===== config.mk =====
export PLATFORM = sky130hd
export DESIGN_NAME = baby_ext_mem_bridge_flat
export DESIGN_NICKNAME = d
export VERILOG_FILES = /design/src/rtl/baby_ext_mem_bridge_if.sv /design/src/rtl/baby_ext_mem_bridge.sv /design/src/flat_wrapper.sv
export SDC_FILE = /design/constraint.sdc
export NUM_CORES = 1
export LEC_CHECK = 0
export ABC_AREA = 1
export CAP_MARGIN = 30
export CELL_PAD_IN_SITES_DETAIL_PLACEMENT = 2
export CELL_PAD_IN_SITES_GLOBAL_PLACEMENT = 2
export CORE_MARGIN = 2
export CORE_UTILIZATION = 33
export DETAILED_ROUTE_END_ITERATION = 12
export GPL_ROUTABILITY_DRIVEN = 0
export HOLD_SLACK_MARGIN = 0.05
export PLACE_DENSITY_LB_ADDON = 0.1
export REMOVE_ABC_BUFFERS = 1
export SYNTH_ARGS = -nofsm -noshare
export SYNTH_HDL_FRONTEND = slang
export SYNTH_SLANG_ARGS = --single-unit

===== constraint.sdc =====
create_clock -name clk -period 2.4 [get_ports clk]
set_input_delay 0.48 -clock clk [delete_from_list [all_inputs] [get_ports clk]]
set_output_delay 0.48 -clock clk [all_outputs]
set_load 0.01 [all_outputs]

===== src/rtl/baby_ext_mem_bridge_if.sv =====
// Signal bundle between the Baby core memory port, the external-memory bridge and the 8-bit tile link.
// Names follow the bridge's view: _i flows into the bridge, _o flows out of it.
interface baby_ext_mem_bridge_if #(
  parameter int ADDR_W = 5
);
  // Link handshake: a byte moves on a rising edge where its valid and ready are both high.
  // The sender holds data stable while valid is high and ready is low. The bridge is always
  // ready for incoming read bytes while collecting a read, so the incoming side has no ready.
  logic              req_i;
  logic              we_i;
  logic [ADDR_W-1:0] addr_i;
  logic [31:0]       wdata_i;
  logic              ack_o;
  logic              err_o;
  logic [31:0]       rdata_o;
  logic              busy_o;
  logic [7:0]        ext_data_o;
  logic              ext_valid_o;
  logic              ext_ready_i;
  logic [7:0]        ext_data_i;
  logic              ext_valid_i;
  logic [2:0]        dbg_state_o;

  modport slave (
    input  req_i, we_i, addr_i, wdata_i, ext_ready_i, ext_data_i, ext_valid_i,
    output ack_o, err_o, rdata_o, busy_o, ext_data_o, ext_valid_o, dbg_state_o
  );

  modport master (
    output req_i, we_i, addr_i, wdata_i, ext_ready_i, ext_data_i, ext_valid_i,
    input  ack_o, err_o, rdata_o, busy_o, ext_data_o, ext_valid_o, dbg_state_o
  );
endinterface


===== src/rtl/baby_ext_mem_bridge.sv =====
// Sequences one 32-bit core access into a header byte plus four data bytes on the 8-bit link,
// and reassembles four incoming bytes into a word for reads. All outputs come from flops.
module baby_ext_mem_bridge #(
  parameter int ADDR_W  = 5,
  parameter int TIMEOUT = 255
) (
  input  logic                 clk,
  input  logic                 rst_n,
  baby_ext_mem_bridge_if.slave bus
);

  typedef enum logic [2:0] {
    S_IDLE = 3'd0,
    S_HDR  = 3'd1,
    S_WR   = 3'd2,
    S_RD   = 3'd3,
    S_DONE = 3'd4
  } state_e;

  localparam int            TW     = (TIMEOUT > 1) ? $clog2(TIMEOUT + 1) : 1;
  localparam bit            TO_EN  = (TIMEOUT > 0);
  localparam logic [TW-1:0] T_LAST = TO_EN ? TW'(TIMEOUT - 1) : '0;

  state_e            state_q;
  logic              we_q;
  logic [ADDR_W-1:0] addr_q;
  logic [31:0]       wdata_q;
  logic [23:0]       shadow_q;
  logic [31:0]       rdata_q;
  logic [1:0]        cnt_q;
  logic [TW-1:0]     tcnt_q;
  logic              ack_q;
  logic              err_q;
  logic              busy_q;
  logic              valid_q;
  logic [7:0]        data_q;

  logic              out_xfer;
  logic              in_cap;
  logic              tmo_hit;
  logic [1:0]        cnt_inc;
  logic [7:0]        hdr_d;
  logic [7:0]        wbyte_d;

  // valid_q is only ever high in HDR/WR, so ext_ready_i has no effect elsewhere.
  assign out_xfer = valid_q & bus.ext_ready_i;
  assign in_cap   = (state_q == S_RD) & bus.ext_valid_i;
  assign tmo_hit  = TO_EN && (tcnt_q == T_LAST);
  assign cnt_inc  = cnt_q + 2'd1;
  assign hdr_d    = {bus.we_i, 7'(bus.addr_i)};

  always_comb begin
    wbyte_d = wdata_q[7:0];
    case (cnt_inc)
      2'd1:    wbyte_d = wdata_q[15:8];
      2'd2:    wbyte_d = wdata_q[23:16];
      2'd3:    wbyte_d = wdata_q[31:24];
      default: wbyte_d = wdata_q[7:0];
    endcase
  end

  always_ff @(posedge clk or negedge rst_n) begin
    if (!rst_n) begin
      state_q  <= S_IDLE;
      we_q     <= 1'b0;
      addr_q   <= '0;
      wdata_q  <= '0;
      shadow_q <= '0;
      rdata_q  <= '0;
      cnt_q    <= '0;
      tcnt_q   <= '0;
      ack_q    <= 1'b0;
      err_q    <= 1'b0;
      busy_q   <= 1'b0;
      valid_q  <= 1'b0;
      data_q   <= '0;
    end else begin
      ack_q <= 1'b0;
      err_q <= 1'b0;
      case (state_q)
        S_IDLE: begin
          if (bus.req_i) begin
            we_q    <= bus.we_i;
            addr_q  <= bus.addr_i;
            wdata_q <= bus.wdata_i;
            state_q <= S_HDR;
            busy_q  <= 1'b1;
            valid_q <= 1'b1;
            data_q  <= hdr_d;
            cnt_q   <= '0;
            tcnt_q  <= '0;
          end
        end

        S_HDR: begin
          if (out_xfer) begin
            cnt_q  <= '0;
            tcnt_q <= '0;
            if (we_q) begin
              state_q <= S_WR;
              data_q  <= wdata_q[7:0];
            end else begin
              state_q <= S_RD;
              valid_q <= 1'b0;
              data_q  <= '0;
            end
          end else if (tmo_hit) begin
            state_q <= S_DONE;
            ack_q   <= 1'b1;
            err_q   <= 1'b1;
            valid_q <= 1'b0;
            data_q  <= '0;
          end else begin
            tcnt_q <= tcnt_q + TW'(1);
          end
        end

        S_WR: begin
          if (out_xfer) begin
            tcnt_q <= '0;
            if (cnt_q == 2'd3) begin
              state_q <= S_DONE;
              ack_q   <= 1'b1;
              valid_q <= 1'b0;
              data_q  <= '0;
              cnt_q   <= '0;
            end else begin
              cnt_q  <= cnt_inc;
              data_q <= wbyte_d;
            end
          end else if (tmo_hit) begin
            state_q <= S_DONE;
            ack_q   <= 1'b1;
            err_q   <= 1'b1;
            valid_q <= 1'b0;
            data_q  <= '0;
            cnt_q   <= '0;
          end else begin
            tcnt_q <= tcnt_q + TW'(1);
          end
        end

        S_RD: begin
          if (in_cap) begin
            tcnt_q <= '0;
            cnt_q  <= cnt_inc;
            case (cnt_q)
              2'd0: shadow_q[7:0]   <= bus.ext_data_i;
              2'd1: shadow_q[15:8]  <= bus.ext_data_i;
              2'd2: shadow_q[23:16] <= bus.ext_data_i;
              default: begin
                // Last byte bypasses the shadow so rdata only ever changes on a complete word.
                rdata_q <= {bus.ext_data_i, shadow_q};
                state_q <= S_DONE;
                ack_q   <= 1'b1;
              end
            endcase
          end else if (tmo_hit) begin
            state_q <= S_DONE;
            ack_q   <= 1'b1;
            err_q   <= 1'b1;
            cnt_q   <= '0;
          end else begin
            tcnt_q <= tcnt_q + TW'(1);
          end
        end

        S_DONE: begin
          state_q <= S_IDLE;
          busy_q  <= 1'b0;
          cnt_q   <= '0;
          tcnt_q  <= '0;
        end

        default: begin
          state_q <= S_IDLE;
          busy_q  <= 1'b0;
          valid_q <= 1'b0;
          data_q  <= '0;
        end
      endcase
    end
  end

  assign bus.ack_o       = ack_q;
  assign bus.err_o       = err_q;
  assign bus.rdata_o     = rdata_q;
  assign bus.busy_o      = busy_q;
  assign bus.ext_data_o  = data_q;
  assign bus.ext_valid_o = valid_q;
  assign bus.dbg_state_o = state_q;

endmodule


===== src/flat_wrapper.sv =====
// flat-port wrapper written by rule: the top's interface ports become plain ports
module baby_ext_mem_bridge_flat 
#(
  parameter int ADDR_W  = 5,
  parameter int TIMEOUT = 255
)
  (clk, rst_n, bus_req_i, bus_we_i, bus_addr_i, bus_wdata_i, bus_ext_ready_i, bus_ext_data_i, bus_ext_valid_i, bus_ack_o, bus_err_o, bus_rdata_o, bus_busy_o, bus_ext_data_o, bus_ext_valid_o, bus_dbg_state_o);
  baby_ext_mem_bridge_if #(.ADDR_W(ADDR_W)) bus_i ();
  input  logic clk;
  input  logic rst_n;
  input wire logic [$bits(bus_i.req_i)-1:0] bus_req_i;
  input wire logic [$bits(bus_i.we_i)-1:0] bus_we_i;
  input wire logic [$bits(bus_i.addr_i)-1:0] bus_addr_i;
  input wire logic [$bits(bus_i.wdata_i)-1:0] bus_wdata_i;
  input wire logic [$bits(bus_i.ext_ready_i)-1:0] bus_ext_ready_i;
  input wire logic [$bits(bus_i.ext_data_i)-1:0] bus_ext_data_i;
  input wire logic [$bits(bus_i.ext_valid_i)-1:0] bus_ext_valid_i;
  output wire logic [$bits(bus_i.ack_o)-1:0] bus_ack_o;
  output wire logic [$bits(bus_i.err_o)-1:0] bus_err_o;
  output wire logic [$bits(bus_i.rdata_o)-1:0] bus_rdata_o;
  output wire logic [$bits(bus_i.busy_o)-1:0] bus_busy_o;
  output wire logic [$bits(bus_i.ext_data_o)-1:0] bus_ext_data_o;
  output wire logic [$bits(bus_i.ext_valid_o)-1:0] bus_ext_valid_o;
  output wire logic [$bits(bus_i.dbg_state_o)-1:0] bus_dbg_state_o;
  assign bus_i.req_i = bus_req_i;
  assign bus_i.we_i = bus_we_i;
  assign bus_i.addr_i = bus_addr_i;
  assign bus_i.wdata_i = bus_wdata_i;
  assign bus_i.ext_ready_i = bus_ext_ready_i;
  assign bus_i.ext_data_i = bus_ext_data_i;
  assign bus_i.ext_valid_i = bus_ext_valid_i;
  assign bus_ack_o = bus_i.ack_o;
  assign bus_err_o = bus_i.err_o;
  assign bus_rdata_o = bus_i.rdata_o;
  assign bus_busy_o = bus_i.busy_o;
  assign bus_ext_data_o = bus_i.ext_data_o;
  assign bus_ext_valid_o = bus_i.ext_valid_o;
  assign bus_dbg_state_o = bus_i.dbg_state_o;
  baby_ext_mem_bridge #(.ADDR_W(ADDR_W), .TIMEOUT(TIMEOUT)) u_core (.clk(clk), .rst_n(rst_n), .bus(bus_i));
endmodule

[After elaboration in Yosys (flattened, before gate mapping)]
Index checks and enable logic that the tools add are counted.
Word-level totals
  register bits: 114
  input port bits: 51
  output and inout port bits: 47
  word-level logic and storage cells: 102
Operators by class
  add/sub/neg operators: 2
  eq/ne operators: 16
  mux-type cells: 46
  bitwise logic cells: 5
  reduce and logical (&&, ||, !) cells: 19
Operators by type and width (number)
  2-to-1 mux 8 bit: 10
  case mux 8 bit (4 select lines): 2
  case mux 8 bit (3 select lines): 1
  2-to-1 mux 3 bit: 7
  AND reduction 3 bit: 6
  2-to-1 mux 1 bit: 14
  2-to-1 mux 2 bit: 6
  case mux 3 bit (4 select lines): 1
  case mux 2 bit (5 select lines): 1
  inequality test 3 bit, second input constant: 3
  adder 8 x 1 -> 8 bit, second input constant: 1
  == test 2 bit, second input constant: 4
  == test 8 bit, second input constant: 1
  AND reduction 2 bit: 4
  == test 3 x 2 -> 1 bit, second input constant: 2
  OR reduction 3 bit: 2
  nonzero test 5 bit: 1
  == test 2 x 1 -> 1 bit, second input constant: 2
  case mux 1 bit (2 select lines): 2
  case mux 1 bit (4 select lines): 1
  AND reduction 4 bit: 1
  nonzero test 4 bit: 1
  OR reduction 2 bit: 2
  == test 3 x 1 -> 1 bit, second input constant: 1
  9 further kinds: 12

[Logic depth before layout (Yosys ltp)]
Gate-level depths: netlist (run 1).
  depth after elaboration: 6
  gate-level depth with buffers: 10
  mapped depth without buffers: 9

[Worst setup path after synthesis (run 1)]
No wires, ideal clock.
  kind: reg2reg
  from: register u_core.tcnt_q[0]
  to: register u_core.cnt_q[0]
  setup time: 113 ps
  data arrival time: 1337 ps
  data required time: 2287 ps
  path slack: 950 ps
  cell stages (with the launch flop): 11
  buffers on the path: 1
  period minus slack after synthesis: 1450 ps
  cells stage by stage: dfrtp_1 inv_1 ha_1 nand2_1 nor2_1 nand2_1 buf_2 nand2_1 nand3_1 nand2_1 inv_1
Between the ends
  longest elaborated chain between the ends: 4
  elaborated cells between the ends (all ways): 5
  those cells by class: eq/ne: 1; mux: 4
Ends and longest elaborated chain
  start: declaration: line baby_ext_mem_bridge.sv:31  | logic [TW-1:0] tcnt_q;
  start signal: assignment: line baby_ext_mem_bridge.sv:114  | tcnt_q <= tcnt_q + TW'(1);
  start signal: assignment: line baby_ext_mem_bridge.sv:139  | tcnt_q <= tcnt_q + TW'(1);
  start signal: assignment: line baby_ext_mem_bridge.sv:164  | tcnt_q <= tcnt_q + TW'(1);
  == test 8 bit *: line baby_ext_mem_bridge.sv:48  | assign tmo_hit = TO_EN && (tcnt_q == T_LAST);
  2-to-1 mux 2 bit *
  2-to-1 mux 2 bit (on tied branches)
  case mux 2 bit (5 select lines) *
  end signal: assignment: line baby_ext_mem_bridge.sv:128  | cnt_q <= cnt_inc;
  end signal: assignment: line baby_ext_mem_bridge.sv:146  | cnt_q <= cnt_inc;
  end: declaration: line baby_ext_mem_bridge.sv:30  | logic [1:0] cnt_q;
Mark *: on every way between the ends. The rest lies on a longest branch, timed or not.
A chain may end at the register's enable or synchronous reset.

[Worst setup path after layout (run 1)]
  from: register u_core.tcnt_q[0]
  to: register u_core.data_q[7], in the netlist u_core.bus.ext_data_o[7]
Between the ends
  longest elaborated chain between the ends: 4
  elaborated cells between the ends (all ways): 5
  those cells by class: eq/ne: 1; mux: 4
Ends and longest elaborated chain
  == test 8 bit *: line baby_ext_mem_bridge.sv:48
  2-to-1 mux 8 bit *
  2-to-1 mux 8 bit (on tied branches)
  case mux 8 bit (4 select lines) *
  end signal: assignment: line baby_ext_mem_bridge.sv:89  | data_q <= hdr_d;
  end signal: assignment: line baby_ext_mem_bridge.sv:101  | data_q <= wdata_q[7:0];
  end signal: assignment: line baby_ext_mem_bridge.sv:129  | data_q <= wbyte_d;
  end: declaration: line baby_ext_mem_bridge.sv:36  | logic [7:0] data_q;
Marks and branches as above.

==> summary.md, run 1 <==
| Metric | Value |
|---|---|
| Status | finished clean |
| Total design power | 0.00461 W |
| Switching Fraction | 23.2% |
| Post-synthesis sequential area ratio | a little over half |
| Syn Std Cell Area | between 5000 and 6000 sq um |
| Residual DRC | 0 |
| CP max-delay cell | dfrtp_1 |
| Logic gate share of total power | 4.6% |
| Drt wl/cell | ~17 microns |
| Setup TNS | 0 ns |
| First-pass GRT wire length | 26300 microns |
| Slew @ Worst Pin | around 0.5 ns |
| Crit. End Element | flop |
| CTS tree | done |
| Commonest non-fill, non-tap cells in the layout | nand2_1 (301), dfrtp_1 (114), clkdlybuf4s50_1 (96) |
| CTS Buf Count | 17 |
| Boundary pin count | 98 |
| Most common cell after layout, fill and taps aside | nand2_1 |
| Max_cap viols | 0 |
| Site Rows | 46 |
| Fillers | 1740 |
| CTS root buf | clkbuf_16 |
| Number of global-route vias before repair | 5115 |
| Slowest stage delay, CP | 0.43 ns |
| Clock transition at path regs | roughly 0.06 ns |
| Fmax | about 0.47 GHz |
| FFs w/ async S/R, synth | 100% |
| Nets | 783 |
| Top cell by count, worst path | nand2_1 |
| Share of the synthesized area in the top cell type | 54.5% |
| Flop pwr share | 42.9% |
| Peak supply drop | approximately 0.00047 V |
| Clock power frac | 52.5% |
| Hold Crit Class | reg -> reg |
| Synth top area cells | dfrtp_1 (54%), nand2_1 (22%), nand3_1 (6.0%), o21ai_2 (4.0%), inv_1 (2.6%) |
| Placed cells | 922 |
| DRT iter0 DRCs | ~160 |
| RSZ-0062 raised after global routing | false |
| Top delay family on crit path | simple AND/OR/NAND/NOR gates |
| Post-synth EDFFs | 0 |
| Cell accounting for the most synthesized area | dfrtp_1 |
| GRT Total Usage | around a fifth |
| Clk_lat worst skew | 0.42 ns |
| Via/cell ratio | between 4 and 5 |
| Layout cell share with drive strength beyond 1 | 11.0% |
| Cell Int Power | 0.00354 W |
| Overflow after GRT | 0 |
| Antenna Diode Count | 0 |
| Die height | 130 microns |
| Final Hold Viols | 0 |
| Crit-path cells | inv_1 > ha_1 > nand2_1 > nor2_1 > nand2_1 > nand3_1 > nand2_2 > nand2_1 > nand3_1 |
| Vias post-DR | approximately 4.6k |
| Nature of the critical path startpoint | flop |
| Port Buffer Count | 97 |
| Post-Route WL | 15800 microns |
| Worst EP arrival | 2.43 ns |
| Final Setup Violations | 0 |
| Clk_skew | slightly above 0.008 ns |
| Pleak | 3.51 nW |
| Die width | 130 microns |
| Relative slew margins | 66.6% |
| Final cell count without fillers | 955 |
| Avg Synthesized Cell Area | 8.39 sq um |
| Max FO, Critical Path | 11 |
| CTS H-tree lvls | 4 |
| Crit Path Category | reg -> reg |
| Post-synthesis instance total | 624 |
| Dpl ws | approximately 0.27 ns |
| PwrDens | between 600 and 700 nW/um^2 |
| Switching Power | 0.00107 W |
| Synth Warn # | 0 |
| Initial antenna violation count | 0 |
| Crit path required time | 2.69 ns |
| Register bit total from synthesis | 114 |
| Pre-antenna DRT Iters | 4 |
| Buf/Inv on CP | 1 |
| Largest net degree at the start of global routing | 55 |
| Library cells used by synthesis | 24 |
| PostCTS Resize Cnt | 0 |
| Ys flop type | dfrtp_1 |
| Total core area | 15700 sq um |
| Final worst slack | between 0.2 and 0.3 ns |
| Final Critical Period | 2.14 ns |
| Final ANT Viol Nets | 0 |
| Clock Path Buffers | 2 |
| Fin crit share | between 80% and 90% |
| Max Slew Vio Count | 0 |
| Clock Sinks | about 110 |
| Initial core utilization | between 30% and 40% |
| Area Growth Syn to Fin | 32.6% |
| Total Die Area | between 15000 and 20000 sq um |
| Post-detail-place hpwl | 11200 microns |
## state kept, by name (all words and copies together), names as in the netlist
name and count:
u_core.bus.rdata_o 32, u_core.bus.err_o 1, u_core.bus.dbg_state_o 3, u_core.shadow_q 24, u_core.bus.ext_data_o 8, u_core.bus.ack_o 1, u_core.bus.busy_o 1, u_core.cnt_q 2
u_core.bus.ext_valid_o 1, u_core.we_q 1, u_core.wdata_q 32, u_core.tcnt_q 8
## metrics by stage
stage / area, sq um / hold slack, ns / util [%]
3_3_place_gp: 6360 / 0.385 / 40.5
3_5_place_dp: 6360 / 0.386 / 40.5
4_1_cts: 6940 / 0.474 / 44.2
2_1_floorplan: 5040 / 0.184 / -
6_report: 6940 / 0.467 / 44.2
5_1_grt: 6940 / 0.497 / 44.2
## per-layer routing
layer / share of wire (%) / GRT usage (%) / wire length (microns) / vias up
li1: - / - / - / 2173
met1: 43 / 24.5 / 6720 / 2280
met2: 53 / 36.7 / 8400 / 88
met3: 2.8 / 3.49 / 449 / 16
met4: 1.3 / 6.83 / 198 / 0
met5: 0 / 0 / 0 / -
## kinds of logic (layout without fill, tap and decap cells)
family                     after synthesis  count (layout)  share of synthesized area [%]
and+or+nand+nor                        393             393                           31.2
DFF                                    114             114                           54.5
adders and majority gates                6               6                           1.43
buffers and inverters                   61             176                           6.29
AOI/OAI and AO/OA                       50              50                           6.57
## area by class of cell
type | instances | area [sq um] | area share [%]
clock buffer | 20 | 457 | 6.58
multi-input combinational | 449 | 2050 | 29.6
inverter | 37 | 139 | 2.00
clock inverter | 12 | 109 | 1.57
tap | 216 | 270 | 3.89
timing repair buffer | 107 | 1060 | 15.3
sequential | 114 | 2850 | 41.1
## worst min-delay path, delay by kind of cell (launching register included)
kind | cells | cell delay [ns]
AND/OR/NAND/NOR | 2 | 0.09
flip-flops | 1 | 0.34
## worst paths after layout
kind / endpoint / depth (start not counted) / startpoint / slack [ns]
worst max-delay path: u_core.bus.ext_data_o[7] / 9 / u_core.tcnt_q[0] / 0.26
worst min-delay path: u_core.bus.rdata_o[0] / 2 / u_core.bus.rdata_o[0] / 0.47
worst max register to register: u_core.bus.ext_data_o[7] / 9 / u_core.tcnt_q[0] / 0.26
worst min register to register: u_core.bus.rdata_o[0] / 2 / u_core.bus.rdata_o[0] / 0.47
max in group asynchronous: u_core.bus.rdata_o[14] / 3 / rst_n / 1.27
min in group asynchronous: u_core.bus.rdata_o[8] / 2 / rst_n / 0.48
## power by group through the flow
stage,Combinational [W],Sequential [W],Clock (W)
2_1_floorplan,0.0000509,0.00201,0
4_1_cts,0.000220,0.00198,0.00247
5_1_grt,0.000239,0.00198,0.00256
6_report,0.000211,0.00198,0.00242
3_3_place_gp,0.000208,0.00201,0
3_5_place_dp,0.000216,0.00201,0
## cells in the mapped netlist, types with 5 or more instances
cell,n
o21ai_1,6
nand3_1,63
nand2_1,301
buf_4,6
o21ai_0,16
dfrtp_1,114
buf_2,7
ha_1,6
o21ai_2,24
nor2_1,9
inv_1,36
nor2_2,5
buf_6,7
## what timing repair did
action,4_1_cts,5_1_grt
buffers inserted,0,0
hold endpoints to repair,16,0
hold buffers,1,0
Power figures use the tool's default switching activity.
==> inputs of run 2 (changes only) <==
- CORE_UTILIZATION: 33 -> 31
- clock period: 2.4 -> 2.25 ns (I/O delays scaled with it)
==> summary.md, run 2 (synthesized netlist as in run 1, its figures left out) <==
| Metric | Value |
|---|---|
| Worst EP arrival | approximately 1.5 ns |
| Placed cells | about 930 |
| CTS root buf | clkbuf_16 |
| Switching Fraction | 21.5% |
| Nets | 784 |
| Crit. End Element | output port |
| Relative slew margins | about two thirds |
| Final ANT Viol Nets | 0 |
| PwrDens | 712 nW/um^2 |
| Die width | 134 microns |
| Post-detail-place hpwl | around 11000 microns |
| Max_cap viols | 0 |
| Reg-to-Reg Start | u_core.tcnt_q[0] |
| Final Hold Viols | 0 |
| GRT Total Usage | 18.6% |
| CP max-delay cell | clkdlybuf4s50_1 |
| Total design power | 0.00497 W |
| Final Setup Violations | 0 |
| Top delay family on crit path | buffers and inverters |
| Critical path origin | u_core.bus.dbg_state_o[2] |
| Fmax | 0.502 GHz |
| Nature of the critical path startpoint | flop |
| Pleak | 3.53 nW |
| Initial antenna violation count | 0 |
| Commonest non-fill, non-tap cells in the layout | nand2_1 (301), dfrtp_1 (114), clkdlybuf4s50_1 (96) |
| CTS Buf Count | 17 |
| Final Critical Period | about 2.0 ns |
| DRT iter0 DRCs | 120 |
| Total core area | between 15000 and 20000 sq um |
| Antenna Diode Count | 0 |
| Slowest stage delay, CP | around 0.6 ns |
| Largest net degree at the start of global routing | 48 |
| Overflow after GRT | 0 |
| Buf/Inv on CP | 1 |
| Initial core utilization | 31.7% |
| Layout cell share with drive strength beyond 1 | between 10% and 20% |
| First-pass GRT wire length | 26200 microns |
| Drt wl/cell | 16.1 microns |
| Fillers | 1857 |
| Fin crit share | 88.5% |
| Port Buffer Count | 97 |
| Clock Sinks | 114 |
| Fin util | 42.2% |
| Cell Int Power | 0.00390 W |
| Boundary pin count | between 90 and 100 |
| Hold_ws | 0.470 ns |
| Peak supply drop | 0.000503 V |
| Vias post-DR | 4522 |
| Post-Route WL | 15400 microns |
| Clock transition at path regs | 0.05 ns |
| Crit-path cells | clkdlybuf4s50_1 |
| Clock power frac | between 50% and 60% |
| Clk_skew | 0.00748 ns |
| Status | finished clean |
| Clk_lat worst skew | about 0.41 ns |
| Pre-antenna DRT Iters | 4 |
| Worst hold start | u_core.bus.rdata_o[12] |
| CTS tree | done |
| Crit path required time | 1.80 ns |
| Site Rows | 47 |
| Number of global-route vias before repair | about 5.1k |
| Flop pwr share | 42.4% |
| Residual DRC | 0 |
| RSZ-0062 raised after global routing | false |
| Final Instance Area | 6980 sq um |
| Hold Crit Class | reg -> reg |
| Switching Power | 0.00107 W |
| Via/cell ratio | 4.72 |
| Area post-placement | 6390 sq um |
| Area Growth Syn to Fin | 33.3% |
| Max Slew Vio Count | 0 |
| Crit Path Category | reg -> out |
| Most common cell after layout, fill and taps aside | nand2_1 |
| Die height | 134 microns |
| Clock Path Buffers | 2 |
| Total Die Area | 17900 sq um |
| Final cell count without fillers | 959 |
| Logic gate share of total power | 4.5% |
| Max FO, Critical Path | 7 |
| Slew @ Worst Pin | 0.505 ns |
| CTS H-tree lvls | 4 |
## run 2: cell count changes in the layout (fill, tap and decap cells not counted)
cell / previous run / this run
clkinv_4: 4 / 1
buf_12: 1 / 2
bufinv_16: 1 / 2
clkbuf_8: 2 / 3
clkinv_2: 4 / 5
inv_6: 1 / 0
## run 2: final timing paths
check | to | slack (ns) | depth (start not counted)
min in group asynchronous | u_core.bus.rdata_o[26] | 0.53 | 2
max in group asynchronous | u_core.shadow_q[1] | 1.12 | 3
max reg2reg | u_core.bus.ext_data_o[3] | 0.29 | 9
min reg2reg | u_core.bus.rdata_o[12] | 0.47 | 2
max | bus_dbg_state_o[2] | 0.26 | 1
min | u_core.bus.rdata_o[12] | 0.47 | 2
## run 2: per-layer routing
layer / part of all wire, % / global-route usage (%) / up-vias
met4: 1.3 / 6.03 / 0
met2: 53 / 33.8 / 74
li1: - / - / 2174
met5: 0 / 0 / -
met1: 43 / 22.3 / 2257
met3: 3.1 / 3.36 / 17
## run 2: metrics by stage
step           setup slack (ns)  TNS (ns)
2_1_floorplan            -0.168     -5.46
3_3_place_gp              0.214         0
3_5_place_dp             0.0967         0
4_1_cts                   0.243         0
5_1_grt                  0.0458         0
6_report                  0.259         0
## run 2: area by class of cell
class	instances	area (sq um)	share of cell area, %
clock buffer	21	470	6.74
clock inverter	10	109	1.56
inverter	37	139	1.99
multi-input combinational	449	2050	29.4
sequential	114	2850	40.9
tap	220	275	3.94
timing repair buffer	108	1080	15.5
## run 2: timing repair
item	4_1_cts	5_1_grt
gates resized for setup	0	0
setup buffers	0	0
hold buffers	1	0
hold endpoints to repair	28	0
## run 2: power by group through the flow
stage               logic [W]  registers, W  clock network (W)
global route         0.000255       0.00211            0.00280
global placement     0.000223       0.00214                  0
CTS                  0.000233       0.00211            0.00269
floorplan           0.0000543       0.00214                  0
finish               0.000225       0.00211            0.00264
detailed placement   0.000229       0.00214                  0
